==> config.mk <==
export PLATFORM = sky130hd
export DESIGN_NAME = dircc_state_mem_arbiter
export DESIGN_NICKNAME = d
export VERILOG_FILES = /design/src/rtl/dircc_application_pkg.sv /design/src/rtl/dircc_rr_arbiter.sv /design/src/rtl/dircc_state_mem_arbiter.sv
export SDC_FILE = /design/constraint.sdc
export NUM_CORES = 1
export LEC_CHECK = 0
export ABC_CLOCK_PERIOD_IN_PS = 2600
export BUFFER_PORTS_ARGS = -buffer_cell sky130_fd_sc_hd__buf_4
export CORE_AREA = 5 5 128 130
export DETAILED_ROUTE_END_ITERATION = 10
export DIE_AREA = 0 0 133 135
export PLACE_DENSITY_LB_ADDON = 0.05
export SLEW_MARGIN = 5
export SYNTH_ARGS = -nofsm -noshare
export SYNTH_HDL_FRONTEND = slang
export SYNTH_SLANG_ARGS = --single-unit
==> constraint.sdc <==
create_clock -name clk -period 2.6 [get_ports clk]
set_input_delay 0.26 -clock clk [delete_from_list [all_inputs] [get_ports clk]]
set_output_delay 0.26 -clock clk [all_outputs]
set_load 0.01 [all_outputs]
==> src/rtl/dircc_application_pkg.sv <==
// Application-level types shared by the heat-processing node.
package dircc_application_pkg;

    // Per-device state held in the device-state memory.
    typedef struct packed {
        logic [15:0] temperature;
        logic [15:0] iteration;
    } device_state_t;

endpackage

==> src/rtl/dircc_rr_arbiter.sv <==
// Pointer-based round-robin arbiter. A held lock overrides the search so a
// stalled winner keeps the grant; the pointer only advances on acceptance.
module dircc_rr_arbiter #(
    parameter int NUM_REQ = 3,
    parameter int IDW     = $clog2(NUM_REQ)
) (
    input  logic               clk,
    input  logic               reset,
    input  logic [NUM_REQ-1:0] req_valid,
    input  logic               lock_vld,
    input  logic [IDW-1:0]     lock_id,
    input  logic               accept,
    output logic [NUM_REQ-1:0] grant,
    output logic [IDW-1:0]     grant_id,
    output logic               grant_vld
);

    logic [IDW-1:0] ptr;

    // First valid requester at or after the pointer, wrapping; lock wins outright.
    always_comb begin
        grant_vld = 1'b0;
        grant_id  = '0;
        if (lock_vld) begin
            grant_vld = 1'b1;
            grant_id  = lock_id;
        end else begin
            for (int k = 0; k < NUM_REQ; k++) begin
                if (!grant_vld && req_valid[(int'(ptr) + k) % NUM_REQ]) begin
                    grant_vld = 1'b1;
                    grant_id  = IDW'((int'(ptr) + k) % NUM_REQ);
                end
            end
        end
        grant = '0;
        if (grant_vld) grant[grant_id] = 1'b1;
    end

    // Move the pointer just past the accepted requester.
    always_ff @(posedge clk or posedge reset) begin
        if (reset) begin
            ptr <= '0;
        end else if (accept) begin
            if (grant_id == IDW'(NUM_REQ - 1)) ptr <= '0;
            else                               ptr <= grant_id + 1'b1;
        end
    end

endmodule

==> src/rtl/dircc_state_mem_arbiter.sv <==
// Shares one single-port device-state memory between NUM_REQ requesters.
// One access per cycle, waitrequest stall with grant lock, read data routed
// back to the originator MEM_READ_LATENCY+1 cycles after acceptance.
module dircc_state_mem_arbiter
    import dircc_application_pkg::*;
#(
    parameter int NUM_REQ           = 3,
    parameter int ADDRESS_MEM_WIDTH = 32,
    parameter int MEM_READ_LATENCY  = 1
) (
    input  logic                                      clk,
    input  logic                                      reset,
    input  logic [NUM_REQ-1:0]                        req_valid,
    input  logic [NUM_REQ-1:0]                        req_write,
    input  logic [NUM_REQ-1:0][ADDRESS_MEM_WIDTH-1:0] req_address,
    input  device_state_t [NUM_REQ-1:0]               req_writedata,
    output logic [NUM_REQ-1:0]                        req_ready,
    output logic [NUM_REQ-1:0]                        rsp_valid,
    output device_state_t                             rsp_data,
    output logic [ADDRESS_MEM_WIDTH-1:0]              mem_address,
    output logic                                      mem_read,
    output logic                                      mem_write,
    output device_state_t                             mem_writedata,
    input  logic                                      mem_waitrequest,
    input  device_state_t                             mem_readdata
);

    localparam int IDW       = $clog2(NUM_REQ);
    localparam int RD_STAGES = MEM_READ_LATENCY - 1;

    logic [NUM_REQ-1:0] arb_grant;
    logic [IDW-1:0]     arb_id;
    logic               arb_vld;
    logic               win_vld;
    logic               accept;
    logic               rd_accept;
    logic               lock_vld;
    logic [IDW-1:0]     lock_id;

    logic [RD_STAGES:0]          vld_pipe;
    logic [RD_STAGES:0][IDW-1:0] id_pipe;

    dircc_rr_arbiter #(
        .NUM_REQ (NUM_REQ),
        .IDW     (IDW)
    ) u_arb (
        .clk       (clk),
        .reset     (reset),
        .req_valid (req_valid),
        .lock_vld  (lock_vld),
        .lock_id   (lock_id),
        .accept    (accept),
        .grant     (arb_grant),
        .grant_id  (arb_id),
        .grant_vld (arb_vld)
    );

    // Nothing is presented to the memory or requesters while reset is held.
    assign win_vld   = arb_vld & ~reset;
    assign accept    = win_vld & ~mem_waitrequest;
    assign rd_accept = accept & ~req_write[arb_id];

    // Drive the memory from the winner; idle bus is all zeros.
    always_comb begin
        mem_address   = '0;
        mem_writedata = '0;
        mem_read      = 1'b0;
        mem_write     = 1'b0;
        req_ready     = '0;
        if (win_vld) begin
            mem_address   = req_address[arb_id];
            mem_writedata = req_writedata[arb_id];
            mem_read      = ~req_write[arb_id];
            mem_write     = req_write[arb_id];
            if (!mem_waitrequest) req_ready = arb_grant;
        end
    end

    // Hold the stalled winner until the memory takes it.
    always_ff @(posedge clk or posedge reset) begin
        if (reset) begin
            lock_vld <= 1'b0;
            lock_id  <= '0;
        end else if (win_vld && mem_waitrequest) begin
            lock_vld <= 1'b1;
            lock_id  <= arb_id;
        end else if (accept) begin
            lock_vld <= 1'b0;
        end
    end

    // Track accepted reads and their originator for the memory latency.
    always_ff @(posedge clk or posedge reset) begin
        if (reset) begin
            vld_pipe <= '0;
            id_pipe  <= '0;
        end else begin
            vld_pipe[0] <= rd_accept;
            id_pipe[0]  <= arb_id;
            for (int i = 1; i <= RD_STAGES; i++) begin
                vld_pipe[i] <= vld_pipe[i-1];
                id_pipe[i]  <= id_pipe[i-1];
            end
        end
    end

    // Capture returning read data and strobe the owning requester.
    always_ff @(posedge clk or posedge reset) begin
        if (reset) begin
            rsp_valid <= '0;
            rsp_data  <= '0;
        end else begin
            rsp_valid <= '0;
            if (vld_pipe[RD_STAGES]) begin
                rsp_valid[id_pipe[RD_STAGES]] <= 1'b1;
                rsp_data                      <= mem_readdata;
            end
        end
    end

endmodule

; After elaboration in Yosys (flattened, before gate mapping)
; Index checks and enable logic that the tools add are counted.
[classes]
addsub = 3
div = 3
n_lt_le_gt_ge = 7
eq_ne = 1
mux = 40
bitwise = 6
reduce_logical = 8
[op_table]
columns = operator, n
row1 = $bmux W32 S2, 2
row2 = $mux W32, 4
row3 = $lt A32 B4 Y1 const B, 3
row4 = $mod A32 B3 Y32 const B, 2
row5 = $mod A3 B3 Y32 const B, 1
row6 = $mux W1, 19
row7 = $mux W3, 4
row8 = $mux W2, 5
row9 = $bmux W1 S2, 4
row10 = $lt A2 B3 Y1 const B, 2
row11 = $logic_and A1 B1 Y1, 5
row12 = $demux W1 S2, 2
row13 = $ge A2 B1 Y1 const B, 2
row14 = $add A2 B1 Y3 const B, 1
row15 = $add A2 B2 Y3 const B, 1
row16 = $and A1 B1 Y1, 3
row17 = $not A1 Y1, 3
row18 = $add A2 B1 Y2 const B, 1
row19 = $eq A2 B2 Y1 const B, 1
row20 = $logic_not A1 Y1, 2
row21 = $reduce_bool A2 Y1, 1
[word_totals]
register_bits = 43
in_bits = 233
out_inout_bits = 104
wordCells = 76

; Longest topological paths before layout
[depth]
word_depth = 21
mapped_depth = 11

; By module
; A second synthesis with hierarchy kept.
[unflattened]
cells_unflattened = 448
hier_area_um2 = 4276.6
[modules_own_cells]
columns = module, n_inst, cells_per_inst, area_each_um2, seq_area_each_um2
row1 = dircc_state_mem_arbiter, 1, 398, 3848.7, 1026.0
row2 = dircc_rr_arbiter, 1, 50, 427.9, 50.0

; Least setup slack after synthesis
; OpenSTA, ideal clock, no wires.
[synth_path]
path_type = register to output
start = register u_arb.ptr[1]
end = output mem_writedata[10] in the netlist's numbering
arrival_ns = 2.239
required_time_ns = 2.340
setup_slack_ns = 0.101
path_stages_with_launch = 12
path_cell_list = dfrtp_1 > inv_1 > ha_1 > buf_6 > mux2i_1 > o221ai_1 > o32a_1 > buf_4 > buf_12 > buf_8 > mux2i_1 > a211oi_2
[synth_lines]
columns = element, line_no
row1 = start: declaration, dircc_rr_arbiter.sv:18  ; logic [IDW-1:0] ptr;
row2 = start signal: assignment, dircc_rr_arbiter.sv:45  ; else ptr <= grant_id + 1'b1;
row3 = end: declaration, dircc_state_mem_arbiter.sv:23  ; output device_state_t mem_writedata,

==> out/metrics.cfg <==
[sta]
hold_viol_final=0
fin_skew_ns=0.00440
whs_ns=0.209
fin_crit_ns=3.00
finalSetupTns_ns=-24.23
rsz0062_at_grt=yes
drv_slew=0
fin_crit_sh_pct=115
setup_violations=69
clock.fmax_mhz=333
max_slew_margin_pct=59.6
worst_pin_slew_ns=0.605
worst_slack_ns=-0.399

[cells_and_area]
multi_input_area_um2=2770
n_antenna_cell=0
seqCellArea_um2=1080
drive_gt1_share_pct=72.5
synthToLayoutAreaGrowth_pct=96.4
fill_cells=1471
utilization_pct=50.1
final_cell_area_um2=7530
stdcell_count=923
fin_nets=971

[power]
switchingPower_mw=3.87
swShare_pct=41.7
combPwrFrac_pct=79.7
power_density_nw_per_um2=1230
seqPwrFrac_pct=12.7
ir_worst_vdd_mv=0.602
internal_power_mw=5.41
p_leak_nw=3.66
p_clk_share_pct=7.6

[drt]
route.final.wire_length_um=18000
vias_per_cell=4.68
drc=0
wl_per_cell_um=19.5
first_pass_iters=4
antenna_left=0
drt_iter0_markers=113
vias=4322

[worst_setup_path]
critPathMaxFanout=13
worst_setup_path_end_kind=output pin
critPathArrivalTime_ns=2.74
start_kind=flip-flop
cp.required_ns=2.34
crit_type=reg2out

[worst_hold_path]
hold_class=in2reg

[cts]
clk_pin_slew_ns=0.06
cts_max_level=2
root_buffer=clkbuf_16
clk_latency_ns=0.28
clockBufferDepth=2
cts_tree=done
clock-sinks=43
cts_made_buffers=5

[floorplan]
fp.dieW_um=133
pin_count=337
core_um2=15000
initial_utilization_pct=25.5
fp-row-count=45
fp.dieH_um=135
die-area_um2=18000

[global_route]
antenna_found_initial=0
overflow=0
grt_pass1_wl_um=26000
track_usage_pct=18.3
grt_max_degree=31
grt_pass1_vias=4616

[synth]
synth_edf_count=0
syn_area_per_cell_um2=10.3
ys_seq_elements=43
synth_common_cells=nor2_1, mux2i_1, a211oi_2
netlist-cell-type-count=42
synth_most_common_cell=nor2_1
yosys.area.top_type=dfrtp_1
synth_top_area_share_pct=28.1
ys_seq_area_share_pct=28.1
ys_async_sr_fraction_pct=100
synthCells=374
syn_nets=611
netlist_area_um2=3830
yosys_warnings=0
synth-main-ff-cell=dfrtp_1
ys_top_cells_by_area=dfrtp_1, mux2i_1, a211oi_2

[run_status]
violations=setup timing
status=finished, violations left

[placement]
dpl-instance-area_um2=6770
port_buffers=336
gp_congestion=0.822
dpl.hpwl_um=14500
dpl.cell_count=894

[flow_run]
drv_cap=0

worst paths after layout:
check / from / endpoint / slack [ns] / cells past startpoint
worst min register to register: id_pipe[0] / rsp_valid[0] / 0.44 / 1
worst min-delay path: mem_readdata[25] / rsp_data[25] / 0.21 / 2
min in group asynchronous: reset / rsp_data[19] / 0.54 / 3
worst max register to register: u_arb.ptr[0] / vld_pipe / 0.14 / 11
worst max-delay path: u_arb.ptr[0] / mem_writedata[4] / -0.40 / 11
max in group asynchronous: reset / rsp_data[8] / 1.35 / 4
registers in the layout (all words and copies together) (netlist names):
signal     cells
vld_pipe       1
rsp_valid      3
rsp_data      32
lock_id        2
u_arb.ptr      2
lock_vld       1
id_pipe        2
per-layer routing:
metal  routed length, um  global-route usage (%)  vias to the layer above
li1                    -                       -                     2106
met4                 177                    3.12                        0
met1                6470                    19.1                     2039
met3                1260                    4.92                       14
met5                   0                       0                        -
met2               10100                    36.7                      163
area by class of cell:
class,count,area share (%)
Multi-Input combinational cell,289,36.8
Inverter,5,0.316
Tap cell,188,3.12
Clock buffer,5,1.66
Sequential cell,43,14.3
Clock inverter,3,0.582
Timing Repair Buffer,390,43.2
cells in the final DEF, fill, tap and decap left out, drive strengths merged, types with 5 or more instances in the layout:
cell type | netlist | final
a211oi | 65 | 65
mux2i | 68 | 68
nand2 | 8 | 8
buf | 22 | 387
nor2b | 5 | 5
clkbuf | 15 | 6
mux2 | 35 | 35
dfrtp | 43 | 43
nor2 | 69 | 69
power by group through the flow:
| stage | clock [mW] | sequential, mW | combinational, mW |
|---|---|---|---|
| floorplan | 0 | 1.27 | 3.59 |
| global placement | 0 | 1.18 | 6.23 |
| detailed placement | 0 | 1.19 | 6.26 |
| CTS | 0.722 | 1.19 | 7.15 |
| global route | 0.747 | 1.23 | 7.87 |
| finish | 0.704 | 1.18 | 7.40 |
through the flow:
| stage | worst slack [ns] | total power, mW |
|---|---|---|
| finish | -0.399 | 9.28 |
| global placement | -0.0733 | 7.41 |
| global route | -0.509 | 9.85 |
| floorplan | 0.101 | 4.86 |
| detailed placement | -0.0976 | 7.46 |
| CTS | -0.328 | 9.05 |
critical path: stages, from the launching register on:
cell	delay [ns]
dfrtp_2	0.45
ha_4	0.19
mux2i_2	0.16
buf_4	0.14
o221a_4	0.28
a2111oi_4	0.32
buf_4	0.19
o31ai_4	0.07
buf_12	0.17
buf_12	0.15
a211oi_4	0.17
buf_4	0.16
kinds of logic after synthesis:
logic type / count (synthesis) / synth area share [%]
mux: 103 / 28.1
simple gates: 97 / 11.2
compound gates: 85 / 23.9
flops: 43 / 28.1
buf+inv: 42 / 7.38
fa+ha+maj: 4 / 1.31
timing repair:
action | 4_1_cts | 5_1_grt
hold buffers | 1 | 0
endpoints found under the hold margin | 11 | 0
setup endpoints to repair | 69 | 69
gates resized for setup | 39 | 26
cloned | 4 | 1
pin swaps | 7 | 5
buffers inserted | 9 | 6
Power figures use the tool's default switching activity.
